==> config.mk <==
export PLATFORM = sky130hd
export DESIGN_NAME = mlow_packet_deframer
export DESIGN_NICKNAME = d
export VERILOG_FILES = /design/src/rtl/mlow_packet_deframer.sv
export SDC_FILE = /design/constraint.sdc
export NUM_CORES = 1
export LEC_CHECK = 0
export ABC_CLOCK_PERIOD_IN_PS = 2450
export CAP_MARGIN = 5
export CORE_ASPECT_RATIO = 0.75
export CORE_UTILIZATION = 45
export CTS_BUF_LIST = sky130_fd_sc_hd__clkbuf_4 sky130_fd_sc_hd__clkbuf_8 sky130_fd_sc_hd__clkbuf_16
export DETAILED_ROUTE_END_ITERATION = 6
export GPL_TIMING_DRIVEN = 0
export PLACE_DENSITY = 0.77
export SLEW_MARGIN = 10
export SYNTH_ARGS = -nofsm -noshare
export SYNTH_HDL_FRONTEND = slang
export SYNTH_SLANG_ARGS = --single-unit
==> constraint.sdc <==
create_clock -name clk_i -period 2.45 [get_ports clk_i]
set_clock_uncertainty 0.2 [all_clocks]
set_input_delay 0.245 -clock clk_i [delete_from_list [all_inputs] [get_ports clk_i]]
set_output_delay 0.245 -clock clk_i [all_outputs]
set_load 0.02 [all_outputs]
==> src/rtl/mlow_packet_deframer.sv <==
// Receive-side packet deframer: validates sync, length and XOR checksum, then presents one frame.
// Optional sequence-gap counting is built when MLOW_DEFRAMER_SEQ_CHECK_EN is defined.
module mlow_packet_deframer #(
  parameter int unsigned FRAME_SAMPLES = 16,
  parameter logic [3:0]  SYNC_NIBBLE   = 4'hA
) (
  input  logic                        clk_i,
  input  logic                        reset_n_i,
  input  logic [7:0]                  packet_data_i,
  input  logic                        packet_valid_i,
  output logic                        packet_ready_o,
  input  logic                        packet_start_i,
  input  logic                        packet_end_i,
  output logic [16*FRAME_SAMPLES-1:0] frame_data_bus_o,
  output logic [15:0]                 frame_data_o,
  output logic                        frame_valid_o,
  input  logic                        frame_ready_i,
  output logic                        error_o,
  output logic [1:0]                  err_code_o,
  output logic [15:0]                 frames_ok_o,
  output logic [15:0]                 frames_bad_o,
  output logic [7:0]                  seq_gap_o
);

  localparam int unsigned PayloadBytes = 2 * FRAME_SAMPLES;
  localparam int unsigned IdxW         = (PayloadBytes > 1) ? $clog2(PayloadBytes) : 1;
  localparam int unsigned BusW         = 16 * FRAME_SAMPLES;
  localparam logic [IdxW-1:0] LastIdx  = IdxW'(PayloadBytes - 1);

  localparam logic [1:0] ErrSync = 2'd1;
  localparam logic [1:0] ErrLen  = 2'd2;
  localparam logic [1:0] ErrCsum = 2'd3;

  typedef enum logic [2:0] {StIdle, StPayload, StCsum, StHold, StDiscard} state_e;

  state_e            r_state_q, w_state_d;
  logic [7:0]        r_csum_q, w_csum_d;
  logic [IdxW-1:0]   r_idx_q, w_idx_d;
  logic [BusW-1:0]   r_bus_q, w_bus_d;
  logic              r_ready_q;
  logic              r_error_q;
  logic [1:0]        r_err_code_q;
  logic [15:0]       r_ok_q;
  logic [15:0]       r_bad_q;

  logic              w_accept;
  logic              w_sync_ok;
  logic              w_do_hdr;
  logic              w_err_a;
  logic              w_err_b;
  logic [1:0]        w_code_a;
  logic [1:0]        w_code_b;
  logic              w_deliver;
  logic [IdxW-1:0]   w_lane;

  assign w_accept  = packet_valid_i && r_ready_q;
  assign w_sync_ok = (packet_data_i[7:4] == SYNC_NIBBLE);
  // Even payload bytes are sample MSBs, so they land in the upper byte lane of the sample.
  assign w_lane    = r_idx_q ^ IdxW'(1);

  // w_err_a flags the packet being abandoned; w_err_b flags a rejected header on the same byte.
  always_comb begin
    w_state_d = r_state_q;
    w_csum_d  = r_csum_q;
    w_idx_d   = r_idx_q;
    w_bus_d   = r_bus_q;
    w_do_hdr  = 1'b0;
    w_err_a   = 1'b0;
    w_err_b   = 1'b0;
    w_code_a  = ErrLen;
    w_code_b  = ErrLen;
    w_deliver = 1'b0;

    unique case (r_state_q)
      StIdle: begin
        if (w_accept && packet_start_i) w_do_hdr = 1'b1;
      end
      StPayload: begin
        if (w_accept) begin
          if (packet_start_i) begin
            w_err_a  = 1'b1;
            w_do_hdr = 1'b1;
          end else if (packet_end_i) begin
            w_err_a   = 1'b1;
            w_state_d = StIdle;
          end else begin
            w_bus_d[{w_lane, 3'b000} +: 8] = packet_data_i;
            w_csum_d = r_csum_q ^ packet_data_i;
            w_idx_d  = r_idx_q + 1'b1;
            if (r_idx_q == LastIdx) w_state_d = StCsum;
          end
        end
      end
      StCsum: begin
        if (w_accept) begin
          if (packet_start_i) begin
            w_err_a  = 1'b1;
            w_do_hdr = 1'b1;
          end else if (!packet_end_i) begin
            w_err_a   = 1'b1;
            w_state_d = StDiscard;
          end else if (packet_data_i != r_csum_q) begin
            w_err_a   = 1'b1;
            w_code_a  = ErrCsum;
            w_state_d = StIdle;
          end else begin
            w_state_d = StHold;
          end
        end
      end
      StHold: begin
        if (frame_ready_i) begin
          w_deliver = 1'b1;
          w_state_d = StIdle;
        end
      end
      StDiscard: begin
        if (w_accept) begin
          if (packet_start_i) w_do_hdr = 1'b1;
          else if (packet_end_i) w_state_d = StIdle;
        end
      end
      default: w_state_d = StIdle;
    endcase

    if (w_do_hdr) begin
      if (packet_end_i) begin
        w_err_b   = 1'b1;
        w_state_d = StIdle;
      end else if (!w_sync_ok) begin
        w_err_b   = 1'b1;
        w_code_b  = ErrSync;
        w_state_d = StDiscard;
      end else begin
        w_csum_d  = packet_data_i;
        w_idx_d   = '0;
        w_state_d = StPayload;
      end
    end
  end

  always_ff @(posedge clk_i or negedge reset_n_i) begin
    if (!reset_n_i) begin
      r_state_q    <= StIdle;
      r_csum_q     <= '0;
      r_idx_q      <= '0;
      r_bus_q      <= '0;
      r_ready_q    <= 1'b0;
      r_error_q    <= 1'b0;
      r_err_code_q <= '0;
      r_ok_q       <= '0;
      r_bad_q      <= '0;
    end else begin
      r_state_q <= w_state_d;
      r_csum_q  <= w_csum_d;
      r_idx_q   <= w_idx_d;
      r_bus_q   <= w_bus_d;
      r_ready_q <= (w_state_d != StHold);
      r_error_q <= w_err_a || w_err_b;
      if (w_err_b)      r_err_code_q <= w_code_b;
      else if (w_err_a) r_err_code_q <= w_code_a;
      if (w_deliver) r_ok_q <= r_ok_q + 16'd1;
      r_bad_q <= r_bad_q + 16'(w_err_a) + 16'(w_err_b);
    end
  end

`ifdef MLOW_DEFRAMER_SEQ_CHECK_EN
  logic       w_hdr_ok;
  logic [3:0] r_seq_q;
  logic [3:0] r_last_seq_q;
  logic       r_have_base_q;
  logic [7:0] r_gap_q;

  assign w_hdr_ok = w_do_hdr && !packet_end_i && w_sync_ok;

  always_ff @(posedge clk_i or negedge reset_n_i) begin
    if (!reset_n_i) begin
      r_seq_q       <= '0;
      r_last_seq_q  <= '0;
      r_have_base_q <= 1'b0;
      r_gap_q       <= '0;
    end else begin
      if (w_hdr_ok) r_seq_q <= packet_data_i[3:0];
      if (w_deliver) begin
        if (r_have_base_q && (r_seq_q != r_last_seq_q + 4'd1) && (r_gap_q != 8'hFF)) begin
          r_gap_q <= r_gap_q + 8'd1;
        end
        r_last_seq_q  <= r_seq_q;
        r_have_base_q <= 1'b1;
      end
    end
  end

  assign seq_gap_o = r_gap_q;
`else
  assign seq_gap_o = '0;
`endif

  assign packet_ready_o   = r_ready_q;
  assign frame_valid_o    = (r_state_q == StHold);
  assign frame_data_bus_o = r_bus_q;
  assign frame_data_o     = r_bus_q[15:0];
  assign error_o          = r_error_q;
  assign err_code_o       = r_err_code_q;
  assign frames_ok_o      = r_ok_q;
  assign frames_bad_o     = r_bad_q;

endmodule
==> metrics.json <==
{
  "clock_sink_count": {"value": 308},
  "yosys_warnings": {"value": 0},
  "p_per_area": {"value": 564.4, "unit": "nW/um^2"},
  "area_delta_synth_final": {"value": 54.24, "unit": "%"},
  "ctsRootBufferMaster": {"value": "clkbuf_16"},
  "timing_worst_slew_pin_value": {"value": 789.9, "unit": "ps"},
  "initial_utilization": {"value": 0.4640},
  "total_power": {"value": 11490, "unit": "uW"},
  "finalHoldViolations": {"value": 0},
  "worst_setup_path_end_kind": {"value": "register"},
  "io_pins": {"value": 331},
  "synth.ff_latch_count": {"value": 308},
  "type_of_the_worst_setup_path": {"value": "reg -> reg"},
  "grt.overflow.total": {"value": 0},
  "max_freq": {"value": 384.3, "unit": "MHz"},
  "detail_route.wirelength": {"value": 40890, "unit": "um"},
  "power.leakage": {"value": 0.009310, "unit": "uW"},
  "worst_slew_margin_rel": {"value": 0.4734},
  "worst_ir_drop_vdd": {"value": 0.5170, "unit": "mV"},
  "final_nets": {"value": 1527},
  "core.rowCount": {"value": 53},
  "rsz0062_at_grt": {"value": "true"},
  "mostFrequentLayoutCell": {"value": "clkdlybuf4s50_1"},
  "vias": {"value": 10179},
  "timing.critical_path.required": {"value": 2680, "unit": "ps"},
  "violations": {"value": "negative setup slack"},
  "post_synth_cell_types": {"value": 57},
  "crit_fanout": {"value": 6},
  "grt_max_degree": {"value": 112},
  "critPathBufInv": {"value": 4},
  "grt.total_usage": {"value": 0.2566},
  "die_area": {"value": 30030, "unit": "sq um"},
  "syn_avg_cell_area": {"value": 12.64, "unit": "sq um"},
  "timing.critical_path.arrival": {"value": 2830, "unit": "ps"},
  "grt_first_pass_wirelength": {"value": 58730, "unit": "um"},
  "placedInstanceArea": {"value": 17040, "unit": "sq um"},
  "drive_above_1_share": {"value": 0.3759},
  "final_cell_count_no_fill": {"value": 1913},
  "drt-wirelength-per-cell": {"value": 21.38, "unit": "um"},
  "run_status": {"value": "finished, violations left"},
  "final.min_clock_period": {"value": 2602, "unit": "ps"},
  "detailedRoute.firstIterationViolations": {"value": 438},
  "clkSlewWorstSetupHoldPaths": {"value": 60, "unit": "ps"},
  "count_of_flip_flops_with_a_built_in_enable_after_synthesis": {"value": 0},
  "hpwl": {"value": 26970, "unit": "um"},
  "final_antenna_net_count": {"value": 0},
  "seq_area_frac_synth": {"value": 0.5839},
  "die-height": {"value": 150.3, "unit": "um"},
  "first_global_vias": {"value": 10030},
  "worst_hold_path_type": {"value": "in -> reg"},
  "critPathMaxStageDelay": {"value": 440, "unit": "ps"},
  "finalSetupViolCount": {"value": 81},
  "critical-path-top-cell-by-count": {"value": "inv_2"},
  "final_design_area_no_fill": {"value": 20360, "unit": "sq um"},
  "cts_buffer_count": {"value": 30},
  "synthesis.instances": {"value": 1044},
  "timing_max_transition_violations_final": {"value": 0},
  "asyncSetResetFlopFracSynth": {"value": 1.000},
  "cp_cell_sequence": {"value": "clkbuf_8 -> buf_4 -> nand2b_1 -> o21ai_2 -> o211a_1 -> inv_2 -> fa_2 -> inv_2 -> ha_4 -> nand2_4 -> nor3_4 -> nand3_2 -> xnor2_1"},
  "layout_common_cells": {"value": "clkdlybuf4s50_1, dfrtp_1, mux2_2, nand2_1, buf_4"},
  "drt_drc_violations_left": {"value": 0},
  "core_area": {"value": 28450, "unit": "sq um"},
  "cts_buffer_depth": {"value": 3},
  "path_delay_family": {"value": "adder cells"},
  "routed_via_density": {"value": 5.321},
  "floorplan.die.width": {"value": 199.8, "unit": "um"},
  "clk_latency": {"value": 550, "unit": "ps"},
  "weighted_congestion_reported_at_the_end_of_routability_driven_placement": {"value": 0.8551},
  "ctsHtreeMaxLevel": {"value": 1},
  "grt_antenna_before_repair": {"value": 1},
  "maxCapViolCount": {"value": 0},
  "cts_tree": {"value": "built"},
  "timing.critical_path.from_type": {"value": "register"},
  "first_pass_iters": {"value": 5},
  "fin_crit_sh": {"value": 1.062},
  "buffer_ports.inserted": {"value": 314},
  "cpMaxStageDelayCell": {"value": "dfrtp_1"},
  "num-fill-cells": {"value": 1891},
  "post-route-worst-setup-slack": {"value": -151.8, "unit": "ps"},
  "postSynth.topFlopCell": {"value": "dfrtp_1"},
  "synthesis.area": {"value": 13200, "unit": "sq um"},
  "numPlacedInstances": {"value": 1752}
}
worst register-to-register path, stage by stage (launching register included):
cell      delay (ps)
dfrtp_1          440
clkbuf_8         180
buf_4            110
nand2b_1          70
o21ai_2           60
o211a_1          210
inv_2             60
fa_2             360
inv_2            110
ha_4             160
nand2_4           70
nor3_4           220
nand3_2          110
xnor2_1          130
where the power goes:
group | internal [uW] | total, uW | switching, uW
Combinational | 479 | 1240 | 758
Sequential | 5160 | 5260 | 103
Clock | 3010 | 4990 | 1980
per-stage QoR:
| stage | utilization | TNS (ps) | setup slack, ps | hold slack, ps |
|---|---|---|---|---|
| 2_1_floorplan | - | -256.5 | -30.64 | -250.6 |
| 3_3_place_gp | 0.5968 | -3902000 | -13270 | 260.0 |
| 3_5_place_dp | 0.5989 | -182310 | -961.2 | 156.7 |
| 4_1_cts | 0.6698 | -2604 | -103.6 | 16.28 |
| 5_1_grt | 0.7155 | -13360 | -242.7 | 24.18 |
| 6_report | 0.7156 | -4104 | -151.8 | 47.05 |
final timing paths:
path,start,to,slack [ps],depth (start not counted)
min reg2reg,frames_bad_o[15]$_DFF_PN0_,frames_bad_o[15]$_DFF_PN0_,280,1
min in group asynchronous,reset_n_i,frame_data_bus_o[104]$_DFFE_PN0P_,180,2
max,r_state_q[1]$_DFF_PN0_,frames_bad_o[14]$_DFF_PN0_,-150,13
max reg2reg,r_state_q[1]$_DFF_PN0_,frames_bad_o[14]$_DFF_PN0_,-150,13
max in group asynchronous,reset_n_i,frame_data_bus_o[34]$_DFFE_PN0P_,810,3
min,packet_data_i[3],frame_data_bus_o[147]$_DFFE_PN0P_,50,3
sequential cells by signal, summed over array words and instances (netlist names):
signal / cells
frames_ok_o: 16
error_o: 1
frame_data_bus_o: 256
r_csum_q: 8
packet_ready_o: 1
frames_bad_o: 16
err_code_o: 2
r_idx_q: 5
r_state_q: 3
synth_stat cells (7+ instances only):
| cell | n | area [sq um] |
|---|---|---|
| o21ai_0 | 14 | 70.07 |
| nor2_1 | 34 | 127.6 |
| nand4_1 | 9 | 56.30 |
| and3_1 | 9 | 56.30 |
| o31ai_1 | 65 | 488.0 |
| inv_1 | 9 | 33.78 |
| nand2_1 | 126 | 473.0 |
| dfrtp_1 | 308 | 7707 |
| buf_4 | 29 | 217.7 |
| xor2_1 | 22 | 192.7 |
| nand3_1 | 18 | 90.09 |
| or2_2 | 7 | 43.79 |
| and2_1 | 23 | 143.9 |
| ha_1 | 8 | 100.1 |
| buf_2 | 16 | 80.08 |
| xnor2_1 | 24 | 210.2 |
| clkbuf_1 | 31 | 116.4 |
| nor3_1 | 10 | 50.05 |
| a21oi_1 | 12 | 60.06 |
| mux2_2 | 193 | 2173 |
what timing repair did:
item	CTS	global route
gates cloned	0	3
setup endpoints to repair	277	252
endpoints found under the hold margin	107	0
hold buffers	3	0
buffers inserted	48	58
pin swaps	35	45
resized for setup	115	199
layout make-up:
type | instances | area (sq um) | share of cell area
Clock inverter | 15 | 209.0 | 0.01026
Antenna cell | 1 | 2.502 | 0.0001229
Inverter | 9 | 43.79 | 0.002151
Clock buffer | 40 | 868.3 | 0.04265
Timing Repair Buffer | 427 | 4307 | 0.2115
Buffer | 75 | 606.8 | 0.02981
Tap cell | 385 | 481.7 | 0.02366
Multi-Input combinational cell | 653 | 6127 | 0.3010
Sequential cell | 308 | 7712 | 0.3788
per-layer routing:
metal  GRT usage  up-vias  wire [um]
met3     0.06496       62       2858
met1      0.3455     5214      17640
li1            -     4572          -
met2      0.4189      331      19510
met5           0        -          0
met4     0.05611        0        890
cell families after synthesis:
group / count (synthesis) / synth area share
XOR/XNOR: 46 / 0.03052
buffers and inverters: 90 / 0.03763
adder cells (fa/ha/maj): 9 / 0.009101
multiplexers: 193 / 0.1647
AO/OA/AOI/OAI: 114 / 0.06124
flip-flops: 308 / 0.5839
AND/OR/NAND/NOR: 283 / 0.1126
other: 1 / 0.0002841
(Power assumes the default switching activity.)
